File: src/rtl/operand_bypass_unit.sv
// ID-stage operand bypass (EX > MEM > WB > retire buffer > regfile), load-use interlock and ID/EX register.
// Optional performance counters are built when FWD_PERF_CNT_EN is defined.
module operand_bypass_unit #(
  parameter int DATA_W  = 32,
  parameter int REG_AW  = 5,
  parameter int NUM_SRC = 2
) (
  input  logic                      clk_i,
  input  logic                      rst_i,
  input  logic                      id_valid_i,
  input  logic [NUM_SRC*REG_AW-1:0] id_src_addr_i,
  input  logic [NUM_SRC-1:0]        id_src_used_i,
  input  logic [NUM_SRC*DATA_W-1:0] id_regdata_i,
  input  logic                      ex_wen_i,
  input  logic                      ex_is_load_i,
  input  logic [REG_AW-1:0]         ex_waddr_i,
  input  logic [DATA_W-1:0]         ex_result_i,
  input  logic                      mem_wen_i,
  input  logic [REG_AW-1:0]         mem_waddr_i,
  input  logic [DATA_W-1:0]         mem_result_i,
  input  logic                      wb_wen_i,
  input  logic [REG_AW-1:0]         wb_waddr_i,
  input  logic [DATA_W-1:0]         wb_wdata_i,
  input  logic                      hold_i,
  input  logic                      flush_i,
  output logic                      op_valid_o,
  output logic [NUM_SRC*DATA_W-1:0] op_data_o,
  output logic [NUM_SRC*3-1:0]      op_fwd_sel_o,
  output logic                      stall_o,
  output logic [31:0]               fwd_cnt_o,
  output logic [31:0]               stall_cnt_o
);

  logic                      op_valid_q;
  logic [NUM_SRC*DATA_W-1:0] op_data_q, op_data_d;
  logic [NUM_SRC*3-1:0]      op_sel_q, op_sel_d;
  logic                      rb_valid_q;
  logic [REG_AW-1:0]         rb_addr_q;
  logic [DATA_W-1:0]         rb_data_q;
  logic                      hazard;

  always_comb begin
    op_data_d = id_regdata_i;
    op_sel_d  = '0;
    hazard    = 1'b0;
    for (int k = 0; k < NUM_SRC; k++) begin
      logic [REG_AW-1:0] a;
      logic              live;
      a    = id_src_addr_i[k*REG_AW +: REG_AW];
      live = id_src_used_i[k] && (a != '0);
      if (live && ex_wen_i && ex_waddr_i == a) begin
        op_data_d[k*DATA_W +: DATA_W] = ex_result_i;
        op_sel_d[k*3 +: 3]            = 3'd1;
        // A load's EX result is only an address; the consumer must wait a cycle.
        if (ex_is_load_i) hazard = 1'b1;
      end else if (live && mem_wen_i && mem_waddr_i == a) begin
        op_data_d[k*DATA_W +: DATA_W] = mem_result_i;
        op_sel_d[k*3 +: 3]            = 3'd2;
      end else if (live && wb_wen_i && wb_waddr_i == a) begin
        op_data_d[k*DATA_W +: DATA_W] = wb_wdata_i;
        op_sel_d[k*3 +: 3]            = 3'd3;
      end else if (live && rb_valid_q && rb_addr_q == a) begin
        op_data_d[k*DATA_W +: DATA_W] = rb_data_q;
        op_sel_d[k*3 +: 3]            = 3'd4;
      end
    end
  end

  assign stall_o = id_valid_i && (hazard || hold_i);

  // op_valid_o qualifies op_data_o/op_fwd_sel_o; EX consumes them on any edge where hold_i is low.
  always_ff @(posedge clk_i or posedge rst_i) begin
    if (rst_i) begin
      op_valid_q <= 1'b0;
      op_data_q  <= '0;
      op_sel_q   <= '0;
    end else if (flush_i) begin
      op_valid_q <= 1'b0;
    end else if (hold_i) begin
      op_valid_q <= op_valid_q;
    end else if (hazard) begin
      op_valid_q <= 1'b0;
    end else begin
      op_valid_q <= id_valid_i;
      op_data_q  <= op_data_d;
      op_sel_q   <= op_sel_d;
    end
  end

  // Covers the regfile's write-then-read latency: last non-zero WB write is replayed.
  always_ff @(posedge clk_i or posedge rst_i) begin
    if (rst_i) begin
      rb_valid_q <= 1'b0;
      rb_addr_q  <= '0;
      rb_data_q  <= '0;
    end else if (wb_wen_i && wb_waddr_i != '0) begin
      rb_valid_q <= 1'b1;
      rb_addr_q  <= wb_waddr_i;
      rb_data_q  <= wb_wdata_i;
    end
  end

  assign op_valid_o   = op_valid_q;
  assign op_data_o    = op_data_q;
  assign op_fwd_sel_o = op_sel_q;

`ifdef FWD_PERF_CNT_EN
  logic [31:0] fwd_cnt_q, stall_cnt_q;
  logic        fwd_evt;

  assign fwd_evt = !flush_i && !hold_i && !hazard && id_valid_i && (op_sel_d != '0);

  always_ff @(posedge clk_i or posedge rst_i) begin
    if (rst_i) begin
      fwd_cnt_q   <= '0;
      stall_cnt_q <= '0;
    end else begin
      if (fwd_evt && fwd_cnt_q != 32'hFFFF_FFFF)  fwd_cnt_q   <= fwd_cnt_q + 32'd1;
      if (hazard && stall_cnt_q != 32'hFFFF_FFFF) stall_cnt_q <= stall_cnt_q + 32'd1;
    end
  end

  assign fwd_cnt_o   = fwd_cnt_q;
  assign stall_cnt_o = stall_cnt_q;
`else
  assign fwd_cnt_o   = 32'd0;
  assign stall_cnt_o = 32'd0;
`endif

endmodule

File: config.mk
export PLATFORM = sky130hd
export DESIGN_NAME = operand_bypass_unit
export DESIGN_NICKNAME = d
export VERILOG_FILES = /design/src/rtl/operand_bypass_unit.sv
export SDC_FILE = /design/constraint.sdc
export NUM_CORES = 1
export LEC_CHECK = 0
export CORE_ASPECT_RATIO = 0.5
export CORE_MARGIN = 2
export CORE_UTILIZATION = 31
export CTS_CLUSTER_SIZE = 25
export DETAILED_ROUTE_END_ITERATION = 10
export PLACE_DENSITY_LB_ADDON = 0.15
export SKIP_CTS_REPAIR_TIMING = 1
export SLEW_MARGIN = 20
export SYNTH_ARGS = -nofsm -noshare
export SYNTH_HDL_FRONTEND = slang
export SYNTH_SLANG_ARGS = --single-unit
File: constraint.sdc
create_clock -name clk_i -period 4.64 [get_ports clk_i]
set_input_delay 1.16 -clock clk_i [delete_from_list [all_inputs] [get_ports clk_i]]
set_output_delay 1.16 -clock clk_i [all_outputs]
set_load 0.01 [all_outputs]
==> results of run 1 <==
worst max-delay path, delay by kind of cell:
family          cells  cell delay (ns)
compound gates      2             0.29
simple gates        4             0.96
buf+inv             2             0.96
per-layer routing:
| layer | global-route usage (%) | up-vias | wire length [um] |
|---|---|---|---|
| li1 | - | 3807 | - |
| met1 | 34.19 | 4251 | 15410 |
| met2 | 41.00 | 379 | 16700 |
| met3 | 4.167 | 37 | 2148 |
| met4 | 6.050 | 0 | 573 |
| met5 | 0 | - | 0 |
synthesized netlist by cell type, drive strengths merged (18+ instances only):
cell type / count
a211oi: 64
a21boi: 33
a311oi: 32
buf: 95
clkbuf: 81
dfrtp: 109
mux2: 34
nand2: 51
nand4: 36
nor2: 90
nor3: 33
o21ai: 109
o311a: 22
o31ai: 64
xnor2: 18
xor2: 22
cell type report:
type	instances	area share (%)
antenna	1	0.02243
clock buffer	12	2.120
clock inverter	4	0.4374
inverter	2	0.1122
multi-input combinational	720	41.72
sequential	109	24.45
tap	344	3.858
timing repair buffer	308	27.28
power breakdown:
group          internal [mW]  leakage, nW  switching, mW
Sequential              1.07         1.33         0.0761
Combinational          0.472         2.74          0.446
Clock                  0.421        0.141          0.393
cells by family (layout without fill, tap and decap cells):
| logic type | count (synthesis) | in the layout |
|---|---|---|
| compound gates | 351 | 351 |
| xor+xnor | 40 | 40 |
| simple gates | 231 | 231 |
| other cells | 1 | 65 |
| buf+inv | 178 | 326 |
| flops | 109 | 109 |
| mux | 34 | 34 |
state kept, by name (all words and copies together) (netlist names):
name	cells
rb_data_q	32
op_fwd_sel_o	6
rb_valid_q	1
op_data_o	64
op_valid_o	1
rb_addr_q	5
final timing paths:
path | start | endpoint | slack (ns) | cells past startpoint
max | id_src_addr_i[1] | stall_o | 0.10 | 8
min | op_fwd_sel_o[0]$_DFFE_PP0P_ | op_fwd_sel_o[0]$_DFFE_PP0P_ | 0.51 | 1
max in group asynchronous | rst_i | op_data_o[21]$_DFFE_PP0P_ | 2.54 | 3
max reg2reg | rb_addr_q[1]$_DFFE_PP0P_ | op_data_o[7]$_DFFE_PP0P_ | 1.95 | 6
min in group asynchronous | rst_i | op_data_o[38]$_DFFE_PP0P_ | 1.30 | 2
min reg2reg | op_fwd_sel_o[0]$_DFFE_PP0P_ | op_fwd_sel_o[0]$_DFFE_PP0P_ | 0.51 | 1
==> flow_summary.ini, run 1 <==
[synthesis]
yosys_most_used_dff = dfrtp_1
synth-simple-area-share_pct = 13.55
synth_top_family_by_area = compound AO/OA/AOI/OAI gates
yosys.area.top_type = dfrtp_1
synth-compound-area-share_pct = 31.32
ys_warn_count = 0
synthXorXnorAreaFrac_pct = 4.365
synth_edf_count = 0
seq_area_frac_synth_pct = 33.98
syn_avg_cell_area_sq_um = 8.503
netlist.area_leader.share_pct = 33.98
synth.distinct_cells = 42
synth_area_sq_mm = 0.008026
synth.area.mux_share_pct = 4.770
synthArstFlopShare_pct = 100.0
ys_ff_latch = 109
synthAdderAreaFrac_pct = 0
syn_inst = 944
ys_top_cells_by_area = dfrtp_1 34%, o21ai_0 6.8%, buf_4 6.1%, a211oi_1 6.0%, o31ai_1 6.0%

[die]
pin_count = 332
start_util_pct = 31.67
die_x_um = 231.6
die_area_sq_mm = 0.02727
dieHeight_um = 117.8
rows = 41
core-area_sq_mm = 0.02534

[timing]
fmax_ghz = 0.2204
rsz0062_at_grt = no
fin_ws_ns = 0.1025
fin_skew_ns = 0.008236
maxSlewHeadroom_pct = 36.14
finalCritPeriodShare_pct = 97.79
finalSetupTns_ns = 0
hold_violations = 0
setup_viol = 0
min_period_ns = 4.538
worstMarginPinSlew_ns = 0.9579
finalMaxSlewViolations = 0
finalHoldWorstSlack_ns = 0.5085

[place]
place_congestion = 0.8497
dpl_worst_slack_ns = 0.05692
dp_hpwl_um = 22940
placed_area_sq_mm = 0.01086
io_buffers = 267
placed_cells = 1483

[clocking]
cts_max_level = 3
clk_path_buf_depth = 2
cts_num_sinks = 109
cts_tree = built
clk_latency_ns = 0.36
path_clk_slew_ns = 0.08
numCtsBuffers = 9
clock-root-buffer = clkbuf_16

[global_routing]
grt_first_pass_wirelength_um = 52500
gr-total-overflow = 0
antenna_found_initial = 1
grt_pass1_vias = 8624
grt_max_degree = 77
grt_usage_pct = 24.96

[layout]
drive_gt1_share_pct = 9.697
area_delta_synth_final_pct = 38.99
stdcell_area_sq_mm = 0.01116
layout_common_cells = 267 x clkdlybuf4s50_1, 109 x dfrtp_1, 107 x o21ai_0, 89 x nor2_1
stdcell_count = 1500
multi_input_area_sq_mm = 0.004654
regArea_sq_mm = 0.002728
final_common_cell = clkdlybuf4s50_1
fillers = 2468
fin_util_pct = 44.02
fin_nets = 1346

[pwr]
powerDensity_mw_per_mm2 = 257.8
ir_drop_v = 0.0001580
leakage_nw = 4.215
finalPower_mw = 2.876

[routing]
drc = 0
first_pass_iters = 5
dr_total_vias = 8474
finalWirelength_um = 34830
drt-initial-drc-count = 699
routedWlPerCell_um = 23.22
viasPerCell = 5.649
ant_nets = 0

[critical_path]
cp_slowest_stage_delay_ns = 0.58
path_class = in -> out
path_cells = clkdlybuf4s50_1 > or4_1 > o21ai_1 > nand4b_1 > a21boi_4 > nor2_1 > nor2_1 > clkdlybuf4s50_1
crit_path_start_kind = input pin
critPathCaptureType = primary output
crit_arrival_ns = 3.38
cp_slowest_cell = or4_1
path_max_fanout = 4
critPathRequiredTime_ns = 3.48

[hold_path]
hold_class = reg -> reg

[job]
drv.max_cap_violation_count = 0

[outcome]
status = finished, final reports clean
No activity file was read; power rests on OpenSTA's default activity.
==> run 2, diff against run 1 <==
--- a/config.mk
+++ b/config.mk
@@ -5,12 +5,11 @@
 export SDC_FILE = /design/constraint.sdc
 export NUM_CORES = 1
 export LEC_CHECK = 0
-export CORE_ASPECT_RATIO = 0.5
+export CORE_ASPECT_RATIO = 1.5
 export CORE_MARGIN = 2
 export CORE_UTILIZATION = 31
 export CTS_CLUSTER_SIZE = 25
 export DETAILED_ROUTE_END_ITERATION = 10
-export PLACE_DENSITY_LB_ADDON = 0.15
 export SKIP_CTS_REPAIR_TIMING = 1
 export SLEW_MARGIN = 20
 export SYNTH_ARGS = -nofsm -noshare
==> run 2 against run 1 <==
Register-to-register slack lost 0.23 ns. Sequential cell count is the same. Die area shrank 0.19%. Non-clock buffer count shrank 4. Combinational power shrank 0.7%. Clock skew grew 0.0025 ns. Maximum frequency grew 7.5%.
==> flow_summary.ini, run 2 (synthesized netlist as in run 1, its figures left out) <==
[outcome]
status = finished, final reports clean

[place]
place_congestion = 0.9064
io_buffers = 267
dp_hpwl_um = 22400

[routing]
finalWirelength_um = 33420
viasPerCell = 5.717
drt-initial-drc-count = 605
ant_nets = 0
first_pass_iters = 5
drc = 0
dr_total_vias = 8507
routedWlPerCell_um = 22.46

[job]
drv.max_cap_violation_count = 0

[clocking]
cts_tree = built
clk_latency_ns = 0.37
clk_path_buf_depth = 2
numCtsBuffers = 9
path_clk_slew_ns = 0.08
cts_num_sinks = 109
clock-root-buffer = clkbuf_16
cts_max_level = 3

[timing]
maxSlewHeadroom_pct = 39.90
worstMarginPinSlew_ns = 0.9016
hold_violations = 0
finalSetupTns_ns = 0
min_period_ns = 4.222
finalMaxSlewViolations = 0
setup_viol = 0
finalCritPeriodShare_pct = 90.98
fin_skew_ns = 0.01072
rsz0062_at_grt = no
fmax_ghz = 0.2369
finalHoldWorstSlack_ns = 0.5086

[critical_path]
crit_path_start_kind = input pin
critPathRequiredTime_ns = 3.48
crit_arrival_ns = 3.06
path_max_fanout = 4
critPathCaptureType = primary output
path_class = in -> out

[die]
start_util_pct = 31.37
die_x_um = 135.4
rows = 72
core-area_sq_mm = 0.02558
die_area_sq_mm = 0.02722
pin_count = 332
dieHeight_um = 201.1

[layout]
drive_gt1_share_pct = 9.644
final_common_cell = clkdlybuf4s50_1
area_delta_synth_final_pct = 38.53
largest_reg_flops = 64
fin_nets = 1342
layout_common_cells = 266 x clkdlybuf4s50_1, 109 x dfrtp_1, 108 x o21ai_0, 89 x nor2_1

[global_routing]
use_met3_pct = 3.763
grt_first_pass_wirelength_um = 50540
busiest_layer = met2
gr-total-overflow = 0
grt_pass1_vias = 8533
grt_usage_pct = 24.12
met2_usage_pct = 42.28
grt_util_met1_pct = 28.48
antenna_found_initial = 4
grt_max_degree = 72

[pwr]
leakage_nw = 4.203
ir_drop_v = 0.0001703
powerDensity_mw_per_mm2 = 260.6

[hold_path]
hold_class = reg -> reg
## run 2: cell types whose count changed in the layout (fill, tap and decap cells not counted), sizes merged, moves of 2 or more
| cell | before | now |
|---|---|---|
| inv | 2 | 4 |
| clkinvlp | 0 | 2 |
| clkbuf | 12 | 9 |
| buf | 41 | 37 |
| diode | 1 | 4 |
## run 2: final timing paths
check                      slack (ns)                   endpoint                      from  depth (start not counted)
setup / recovery                 0.42                    stall_o          id_src_addr_i[4]                          8
max in group asynchronous        2.44  op_data_o[55]$_DFFE_PP0P_                     rst_i                          3
setup reg to reg                 1.72   op_data_o[2]$_DFFE_PP0P_  rb_addr_q[1]$_DFFE_PP0P_                          6
min in group asynchronous        1.29   op_data_o[6]$_DFFE_PP0P_                     rst_i                          2
hold reg to reg                  0.51   op_data_o[9]$_DFFE_PP0P_  op_data_o[9]$_DFFE_PP0P_                          2
hold / removal                   0.51   op_data_o[9]$_DFFE_PP0P_  op_data_o[9]$_DFFE_PP0P_                          2
## run 2: stage by stage
stage / cells / total power [mW] / cell area (sq um) / util, % / setup WS, ns
detailed placement: 1468 / 2.073 / 10790 / 42.19 / 0.09390
global placement: 1468 / 2.064 / 10790 / 42.19 / 0.1152
floorplan: 1007 / 1.589 / 8263 / - / 0.3875
finish: 1488 / 2.897 / 11120 / 43.46 / 0.4184
CTS: 1484 / 2.913 / 11100 / 43.39 / 0.08837
global route: 1488 / 3.033 / 11120 / 43.46 / 0.3233
## run 2: cell type report
cell class	count	area [sq um]
Fill cell	2566	14470
Multi-Input combinational cell	720	4657
Timing Repair Buffer	304	2990
Sequential cell	109	2728
Tap cell	333	416.7
Clock buffer	9	225.2
Clock inverter	7	82.58
Inverter	2	10.01
Antenna cell	4	10.01
## run 2: critical path, stage by stage
cell             delay [ns]
clkdlybuf4s50_1        0.49
or4_1                  0.55
o21ai_0                0.22
nand4b_1               0.21
a21boi_4               0.13
nor2_1                 0.10
nor2_1                 0.04
dlymetal6s2s_1         0.16
## run 2: metal layers
metal	up-vias	wire [um]
met5	-	0
met4	0	1311
met3	75	2213
met2	446	17270
met1	4177	12630
li1	3809	-
## run 2: where the power goes
part | switching [mW] | internal, mW
Sequential | 0.0761 | 1.07
Clock | 0.414 | 0.428
Combinational | 0.442 | 0.470
==> run 3, diff against run 2 <==
--- a/config.mk
+++ b/config.mk
@@ -8,7 +8,6 @@
 export CORE_ASPECT_RATIO = 1.5
 export CORE_MARGIN = 2
 export CORE_UTILIZATION = 31
-export CTS_CLUSTER_SIZE = 25
 export DETAILED_ROUTE_END_ITERATION = 10
 export SKIP_CTS_REPAIR_TIMING = 1
 export SLEW_MARGIN = 20
==> results of run 3 <==
No change in the layout: final DEF, timing and power equal those of run 2.
